[src/rtl/cmp_arb_pkg.sv]
// Shared types and helpers for comparator32_arbiter.
// Optional CMP_ARB_PIPE_EN adds the STAGE state for the registered comparator output.
package cmp_arb_pkg;

   localparam int DATA_W  = 32;
   localparam int MAX_REQ = 16;
   localparam int IDX_W   = 4;

   typedef enum logic [1:0] {
      ST_IDLE  = 2'd0,
      ST_CMP   = 2'd1,
`ifdef CMP_ARB_PIPE_EN
      ST_STAGE = 2'd2,
`endif
      ST_DONE  = 2'd3
   } cmp_arb_state_e;

   // Round-robin pick: first set request at or above ptr, wrapping modulo n.
   function automatic logic [MAX_REQ-1:0] rr_pick(input logic [MAX_REQ-1:0] req,
                                                  input logic [IDX_W-1:0]   ptr,
                                                  input int                 n);
      logic [MAX_REQ-1:0] gnt;
      logic [IDX_W-1:0]   idx;
      logic               found;
      gnt   = '0;
      found = 1'b0;
      for (int i = 0; i < MAX_REQ; i++) begin
         idx = IDX_W'((int'(ptr) + i) % n);
         if (i < n && !found && req[idx]) begin
            gnt[idx] = 1'b1;
            found    = 1'b1;
         end
      end
      return gnt;
   endfunction

endpackage

[src/rtl/comparator32.sv]
// Combinational unsigned 32-bit magnitude comparator.
module comparator32
   import cmp_arb_pkg::*;
(
   input  logic [DATA_W-1:0] a_i,
   input  logic [DATA_W-1:0] b_i,
   output logic              gt_o,
   output logic              lt_o,
   output logic              eq_o
);

   assign gt_o = (a_i >  b_i);
   assign lt_o = (a_i <  b_i);
   assign eq_o = (a_i == b_i);

endmodule

[src/rtl/comparator32_arbiter.sv]
// Round-robin arbiter sharing one comparator32 among NUM_REQ requesters.
// Define CMP_ARB_PIPE_EN to register the comparator outputs (latency 3 instead of 2).
module comparator32_arbiter
   import cmp_arb_pkg::*;
#(
   parameter int NUM_REQ = 4
) (
   input  logic                      clk_i,
   input  logic                      rst_ni,
   input  logic [NUM_REQ-1:0]        req_i,
   input  logic [NUM_REQ*DATA_W-1:0] a_i,
   input  logic [NUM_REQ*DATA_W-1:0] b_i,
   output logic [NUM_REQ-1:0]        gnt_o,
   output logic [NUM_REQ-1:0]        done_o,
   output logic                      gt_o,
   output logic                      lt_o,
   output logic                      eq_o,
   output logic                      busy_o
);

   localparam int PTR_W = $clog2(NUM_REQ);

   cmp_arb_state_e     state_q, state_d;
   logic [PTR_W-1:0]   ptr_q, ptr_d;
   logic [PTR_W-1:0]   owner_q;
   logic [PTR_W-1:0]   gnt_idx;
   logic [MAX_REQ-1:0] pick;
   logic [DATA_W-1:0]  a_q, b_q;
   logic               cmp_gt, cmp_lt, cmp_eq;
   logic               gt_q, lt_q, eq_q;
   logic               capture;
`ifdef CMP_ARB_PIPE_EN
   logic [2:0]         res_q;
`endif

   assign pick    = rr_pick(MAX_REQ'(req_i), IDX_W'(ptr_q), NUM_REQ);
   assign capture = (state_q == ST_IDLE) && (|req_i);

   always_comb begin
      gnt_idx = '0;
      for (int k = 0; k < MAX_REQ; k++) begin
         if (pick[k]) gnt_idx = PTR_W'(k);
      end
   end

   // Gated by reset so no grant is offered while the block is held in reset.
   assign gnt_o  = (state_q == ST_IDLE && rst_ni) ? pick[NUM_REQ-1:0] : '0;
   assign busy_o = (state_q != ST_IDLE);

   // NOTE: every always_comb output gets a default first so no latch is inferred.
   always_comb begin
      done_o = '0;
      if (state_q == ST_DONE) done_o[owner_q] = 1'b1;
   end

   always_comb begin
      state_d = state_q;
      ptr_d   = ptr_q;
      case (state_q)
         ST_IDLE: if (|req_i) state_d = ST_CMP;
`ifdef CMP_ARB_PIPE_EN
         ST_CMP:   state_d = ST_STAGE;
         ST_STAGE: state_d = ST_DONE;
`else
         ST_CMP:   state_d = ST_DONE;
`endif
         ST_DONE: begin
            state_d = ST_IDLE;
            ptr_d   = (owner_q == PTR_W'(NUM_REQ - 1)) ? '0 : owner_q + 1'b1;
         end
         default: state_d = ST_IDLE;
      endcase
   end

   comparator32 u_cmp (
      .a_i  (a_q),
      .b_i  (b_q),
      .gt_o (cmp_gt),
      .lt_o (cmp_lt),
      .eq_o (cmp_eq)
   );

   // NOTE: sequential state uses non-blocking assignments only.
   always_ff @(posedge clk_i or negedge rst_ni) begin
      if (!rst_ni) begin
         state_q <= ST_IDLE;
         ptr_q   <= '0;
         owner_q <= '0;
         gt_q    <= 1'b0;
         lt_q    <= 1'b0;
         eq_q    <= 1'b0;
`ifdef CMP_ARB_PIPE_EN
         res_q   <= '0;
`endif
      end else begin
         state_q <= state_d;
         ptr_q   <= ptr_d;
         if (capture) owner_q <= gnt_idx;
`ifdef CMP_ARB_PIPE_EN
         if (state_q == ST_CMP)   res_q <= {cmp_gt, cmp_lt, cmp_eq};
         if (state_q == ST_STAGE) {gt_q, lt_q, eq_q} <= res_q;
`else
         if (state_q == ST_CMP)   {gt_q, lt_q, eq_q} <= {cmp_gt, cmp_lt, cmp_eq};
`endif
      end
   end

   // NOTE: operand registers are pure datapath, always written before use, so they carry no reset.
   always_ff @(posedge clk_i) begin
      if (capture) begin
         a_q <= a_i[gnt_idx*DATA_W +: DATA_W];
         b_q <= b_i[gnt_idx*DATA_W +: DATA_W];
      end
   end

   assign gt_o = gt_q;
   assign lt_o = lt_q;
   assign eq_o = eq_q;

endmodule

[config.mk]
export PLATFORM = sky130hd
export DESIGN_NAME = comparator32_arbiter
export DESIGN_NICKNAME = d
export VERILOG_FILES = /design/src/rtl/cmp_arb_pkg.sv /design/src/rtl/comparator32.sv /design/src/rtl/comparator32_arbiter.sv
export SDC_FILE = /design/constraint.sdc
export NUM_CORES = 1
export LEC_CHECK = 0
export CORE_MARGIN = 4
export CORE_UTILIZATION = 43
export DETAILED_ROUTE_END_ITERATION = 12
export PLACE_DENSITY_LB_ADDON = 0.2
export SETUP_SLACK_MARGIN = 0.4
export SLEW_MARGIN = 20
export SYNTH_ARGS = -nofsm -noshare
export SYNTH_HDL_FRONTEND = slang
export SYNTH_HIERARCHICAL = 1
export SYNTH_SLANG_ARGS = --single-unit
[constraint.sdc]
create_clock -name clk_i -period 4.5 [get_ports clk_i]
set_clock_uncertainty 0.05 [all_clocks]
set_input_delay 0.675 -clock clk_i [delete_from_list [all_inputs] [get_ports clk_i]]
set_output_delay 0.675 -clock clk_i [all_outputs]
set_load 0.02 [all_outputs]
==> results of run 1 <==
metal layers:
| layer | vias to the layer above | track usage, % |
|---|---|---|
| met2 | 271 | 43.2 |
| met3 | 22 | 5.76 |
| met1 | 2775 | 30.1 |
| li1 | 2728 | - |
| met4 | 0 | 6.38 |
| met5 | - | 0 |
cells by family (layout without fill, tap and decap cells):
logic type / Yosys count / after routing / synth area share, %
compound gates: 237 / 237 / 35.4
fa+ha+maj: 43 / 43 / 9.07
buf+inv: 138 / 405 / 10.2
flops: 73 / 73 / 36.2
mux: 9 / 9 / 2.28
simple gates: 71 / 71 / 6.81
timing repair:
action / 4_1_cts / 5_1_grt
endpoints found under the setup margin: 2 / 4
resized for setup: 2 / 3
setup buffers: 0 / 1
pin swaps: 0 / 1
metrics by stage:
step           total power (W)  utilization [%]  instances  hold slack (ns)
5_1_grt                0.00699             68.1       1014            0.486
3_5_place_dp           0.00576             65.7        997            0.457
3_3_place_gp           0.00564             65.7        997            0.445
6_report               0.00650             68.1       1014            0.461
4_1_cts                0.00653             68.0       1013            0.466
2_1_floorplan          0.00461                -        571            0.329
worst max-delay path, stage by stage (launching register included):
cell and delay (ns):
dfrtp_2 0.45, inv_1 0.10, ha_2 0.42, mux4_2 0.59
nand2_1 0.09, o21ai_0 0.08, a311oi_2 0.42, nor2_1 0.10
clkdlybuf4s50_1 0.56
placed cells by master (no fill, tap or decap), drive strengths merged, types with 9 or more instances in the layout:
cell type,Yosys,layout
ha,43,43
a21oi,14,14
clkdlybuf4s50,0,270
o221ai,64,64
dfrtp,9,9
nor2,11,11
nand2,24,24
a22oi,64,64
o21ai,72,72
inv,104,107
edfxtp,64,64
clkbuf,8,9
buf,26,12
where the power goes:
| group | total (W) | switching (W) | internal, W |
|---|---|---|---|
| logic | 0.00419 | 0.00244 | 0.00175 |
| registers | 0.00158 | 0.000185 | 0.00139 |
| clock network | 0.000738 | 0.000303 | 0.000435 |
registers in the layout, indices dropped and copies added, names as in the netlist:
signal   cells
eq_o         1
ptr_q        2
state_q      2
lt_o         1
b_q         32
a_q         32
gt_o         1
owner_q      2
worst paths after layout:
check / from / slack, ns / end
max reg2reg: ptr_q[1] / 0.79 / b_q[12]
max in group asynchronous: rst_ni / 3.46 / ptr_q[1]
min reg2reg: lt_o / 0.46 / lt_o
max: ptr_q[1] / 0.60 / gnt_o[1]
min in group asynchronous: rst_ni / 0.60 / state_q[1]
min: lt_o / 0.46 / lt_o
synth_stat cells (all sizes together), types with 3 or more instances:
master	count	area (sq um)
inv	104	390
o21ai	72	360
a22oi	64	480
edfxtp	64	1920
o221ai	64	936
ha	43	538
buf	26	186
nand2	24	90.1
a21oi	14	73.8
nor2	11	41.3
dfrtp	9	225
clkbuf	8	31.3
mux2	6	67.6
nand3	6	30.0
and3	5	31.3
nand4	5	46.3
nor2b	4	25.0
a221oi	3	32.5
and4	3	26.3
mux4	3	67.6
o31ai	3	27.5
final cells by class:
cell class              instances  share of cell area, %
flip-flops and latches         73                   23.6
clock inverters                 7                  0.850
well taps                     176                   2.41
inverters                     104                   4.28
repair buffers                285                   31.3
multi-input cells             360                   35.1
clock buffers                   9                   2.47
==> flow_metrics.tcl, run 1 <==
set metrics [dict create \
    ys.flop_type "edfxtp_1" \
    grt_overflow 0 \
    floorplan.initialDensity_pct 44.3 \
    fp.coreArea_sq_um 13400 \
    wl_met2_mm 10.3 \
    cp.arrival_ns 3.17 \
    diodes 0 \
    grt_pass1_wl_mm 31.2 \
    syn_area_sq_um 5930 \
    die_h_um 125 \
    first_iter_violations 323 \
    finalHoldViolations 0 \
    ys_ff_latch 73 \
    rsz0062_at_grt "no" \
    maxCapViolations 0 \
    drcViolationCount 0 \
    post_dp_cell_area_sq_um 8800 \
    fmax_mhz 256 \
    synth_area_per_cell_sq_um 10.4 \
    clkLatencyLatePin_ns 0.35 \
    critPathCaptureType "output pin" \
    die_area_sq_um 15700 \
    outcome "complete, no violations" \
    cts_sinks 73 \
    grt_max_degree 66 \
    grt_pass1_vias 5996 \
    drt_wl_total_mm 19.8 \
    r2r_cells 9 \
    syn_inst 571 \
    area_delta_synth_final_pct 53.7 \
    fin_nets 1138 \
    vias_per_cell 5.72 \
    hold_class "reg2reg" \
    setup_ws_ns 0.601 \
    yosys_warnings 6 \
    first_pass_iters 5 \
    grt_usage_pct 24.5 \
    fill_cells 1063 \
    hpwl_mm 15.2 \
    setup_viol 0 \
    multi_input_area_sq_um 3200 \
    postLayoutCellArea_sq_um 9120 \
    io_pins 274 \
    wire_per_inst_um 19.6 \
    globalplace.congestion 0.888 \
    critPathLaunchType "register" \
    vdd_drop_max_v 0.000733 \
    slew_violations 0 \
    synth_nets 876 \
    clock_path_buffers 2 \
    cts_tree "done" \
    wl_met3_mm 1.49 \
    worstSetupPathType "reg2out" \
    ctsHtreeMaxLevel 3 \
    period_needed_ns 3.90 \
    antenna_found_initial 0 \
    clkTransAtPathRegs_ns 0.06 \
    yosysSeqAreaShare_pct 36.2 \
    p_per_area_nw_per_um2 713 \
    fp.dieW_um 125 \
    seq_area_sq_um 2150 \
    ant_nets 0 \
    synth_edf_count 64 \
    drt-met1-wl_mm 7.69 \
    required_ns 3.77 \
    clock-root-buffer "clkbuf_16" \
    ctsHoldBuffers 0 \
    pre_cts_slack_ns 0.416 \
    hold_path_depth 1 \
    leakagePower_nw 3.54 \
    vias 5796 \
    tightest_slew_ns 0.942 \
    portBuffers 273 \
    top_layer "met4" \
    async_flop_share_pct 12.3 \
    slew_headroom_pct 37.2 \
    drive_above_1_share_pct 14.0 \
    synth_cell_type_count 54 \
    cts_made_buffers 9 \
    fin_crit_sh_pct 86.7 \
    cp_max_fo 8 \
    row_count 42 \
    fin_tns_setup_ns 0 \
]
Note: power is estimated with default switching activity, not from simulation.
==> run 2: changes to the inputs <==
--- a/config.mk
+++ b/config.mk
@@ -9,6 +9,7 @@
 export CORE_UTILIZATION = 43
 export DETAILED_ROUTE_END_ITERATION = 12
 export PLACE_DENSITY_LB_ADDON = 0.2
+export REMOVE_ABC_BUFFERS = 1
 export SETUP_SLACK_MARGIN = 0.4
 export SLEW_MARGIN = 20
 export SYNTH_ARGS = -nofsm -noshare
==> run 2 against run 1 <==
Maximum frequency fell by 3.0%. Via count grew 0.10%. Clock-buffer cell count did not move. Sequential cell count unchanged. Wire length down 4.1%. Critical path depth decreased by 1. Non-clock buffer count unchanged. Largest cell class unchanged. Final cell count is the same. Final area barely moved. Worst setup slack got worse by 0.12 ns.
==> flow_metrics.tcl, run 2 (same netlist as run 1, synthesis figures left out) <==
set metrics [dict create \
    ant_nets 0 \
    finalHoldViolations 0 \
    fin_nets 1138 \
    first_pass_iters 5 \
    globalplace.congestion 0.895 \
    diodes 0 \
    reg2reg_slack_ns 0.65 \
    maxCapViolations 0 \
    fin_cells 1014 \
    leakagePower_nw 3.51 \
    fmax_mhz 249 \
    p_per_area_nw_per_um2 701 \
    setup_ws_ns 0.482 \
    vias_per_cell 5.72 \
    hold_class "reg2reg" \
    ctsHtreeMaxLevel 3 \
    antenna_found_initial 0 \
    die_h_um 125 \
    critPathCaptureType "output pin" \
    dp.cells 994 \
    worst-path-buf-inv 2 \
    post-route-util_pct 68.0 \
    portBuffers 273 \
    period_needed_ns 4.02 \
    clkLatencyLatePin_ns 0.33 \
    drt_wl_total_mm 19.0 \
    setup_viol 0 \
    slew_headroom_pct 34.8 \
    pre_cts_slack_ns 0.317 \
    cts_sinks 73 \
    outcome "complete, no violations" \
    hpwl_mm 14.6 \
    vias 5802 \
    grt_usage_pct 23.4 \
    grt_pass1_vias 6123 \
    slew_violations 0 \
    first_iter_violations 404 \
    max_stage_delay_ns 0.62 \
    grt_overflow 0 \
    worstPathCellList "clkdlybuf4s50_1 > mux4_2 > o311ai_1 > o21ai_0 > a21o_1 > a21oi_1 > clkdlybuf4s50_1" \
    clock-root-buffer "clkbuf_16" \
    fp.dieW_um 125 \
    grt_max_degree 66 \
    io_pins 274 \
    cts_tree "done" \
    clkTransAtPathRegs_ns 0.06 \
    required_ns 3.77 \
    drive_above_1_share_pct 14.1 \
    cp_common_cell "clkdlybuf4s50_1" \
    row_count 42 \
    critPathLaunchType "input pin" \
    ctsHoldBuffers 0 \
    cp_max_fo 8 \
    grt_pass1_wl_mm 30.2 \
    fp.coreArea_sq_um 13400 \
    holdWs_ns 0.475 \
    vdd_drop_max_v 0.000738 \
    fin_tns_setup_ns 0 \
    tightest_slew_ns 0.977 \
    area_delta_synth_final_pct 53.6 \
    slowest_stage "clkdlybuf4s50_1" \
    cts_made_buffers 9 \
    rsz0062_at_grt "yes" \
    floorplan.initialDensity_pct 44.3 \
    fin_crit_sh_pct 89.3 \
    cp.arrival_ns 3.29 \
    drcViolationCount 0 \
    die_area_sq_um 15700 \
    crit_family "buffers and inverters" \
    top_regs "a_q x32, b_q x32" \
    wire_per_inst_um 18.8 \
    mostFrequentLayoutCell "clkdlybuf4s50_1" \
    worstSetupPathType "in2out" \
    clock_path_buffers 2 \
    layout_common_cells "271 x clkdlybuf4s50_1, 103 x inv_1, 64 x a22oi_1, 64 x edfxtp_1, 60 x o221ai_2" \
]
run 2: cell types whose count changed in the layout (fill, tap and decap cells not counted):
| cell | change |
|---|---|
| clkinvlp_4 | +2 |
| inv_6 | -2 |
| clkdlybuf4s50_1 | +1 |
| clkinv_1 | +1 |
| clkinv_4 | -1 |
| dfrtp_1 | -1 |
| dfrtp_2 | +1 |
| dlymetal6s2s_1 | -1 |
| nor2_1 | -1 |
| nor2_2 | +1 |
| o311ai_0 | -1 |
| o311ai_1 | +1 |
run 2: layout make-up:
class	count	area, sq um
Clock buffer	9	225
Clock inverter	7	70.1
Fill cell	1023	4290
Inverter	104	390
Multi-Input combinational cell	360	3210
Sequential cell	73	2150
Tap cell	176	220
Timing Repair Buffer	285	2850
run 2: repair_timing:
item                                    4_1_cts  5_1_grt
pin swaps                                     0        1
gates cloned                                  0        0
buffers inserted                              1        3
endpoints found under the setup margin       37       37
gates resized for setup                       3        4
run 2: worst register-to-register path: cells and delay by family, from the launching register on:
family          cells  cell delay (ns)
compound gates      3             1.10
buf+inv             2             0.63
mux                 1             0.61
flops               1             0.47
fa+ha+maj           1             0.43
simple gates        2             0.41
run 2: path summary, 6_finish.rpt:
path                          start    endpoint  depth (start not counted)
min                            eq_o        eq_o                          1
min in group asynchronous    rst_ni  state_q[1]                          1
min reg2reg                    eq_o        eq_o                          1
max reg2reg                ptr_q[1]     b_q[26]                          9
max in group asynchronous    rst_ni    ptr_q[1]                          1
max                        req_i[2]    gnt_o[0]                          7
run 2: where the power goes:
group          switching [W]  internal, W  total [W]
Clock               0.000286     0.000428   0.000714
Sequential          0.000144      0.00139    0.00153
Combinational        0.00240      0.00174    0.00414
Total                0.00283      0.00356    0.00639
run 2: metrics by stage:
step           instance area, sq um  total power, W
3_5_place_dp                   8780         0.00565
4_1_cts                        9080         0.00639
3_3_place_gp                   8780         0.00548
2_1_floorplan                  5720         0.00435
5_1_grt                        9110         0.00689
6_report                       9110         0.00639
run 2: layer usage:
metal / track usage [%] / share of wire (%) / up-vias
met5: 0 / 0 / -
met4: 8.10 / 3.1 / 0
met3: 5.67 / 7.9 / 51
met2: 42.5 / 52 / 261
met1: 26.8 / 37 / 2759
li1: - / - / 2731
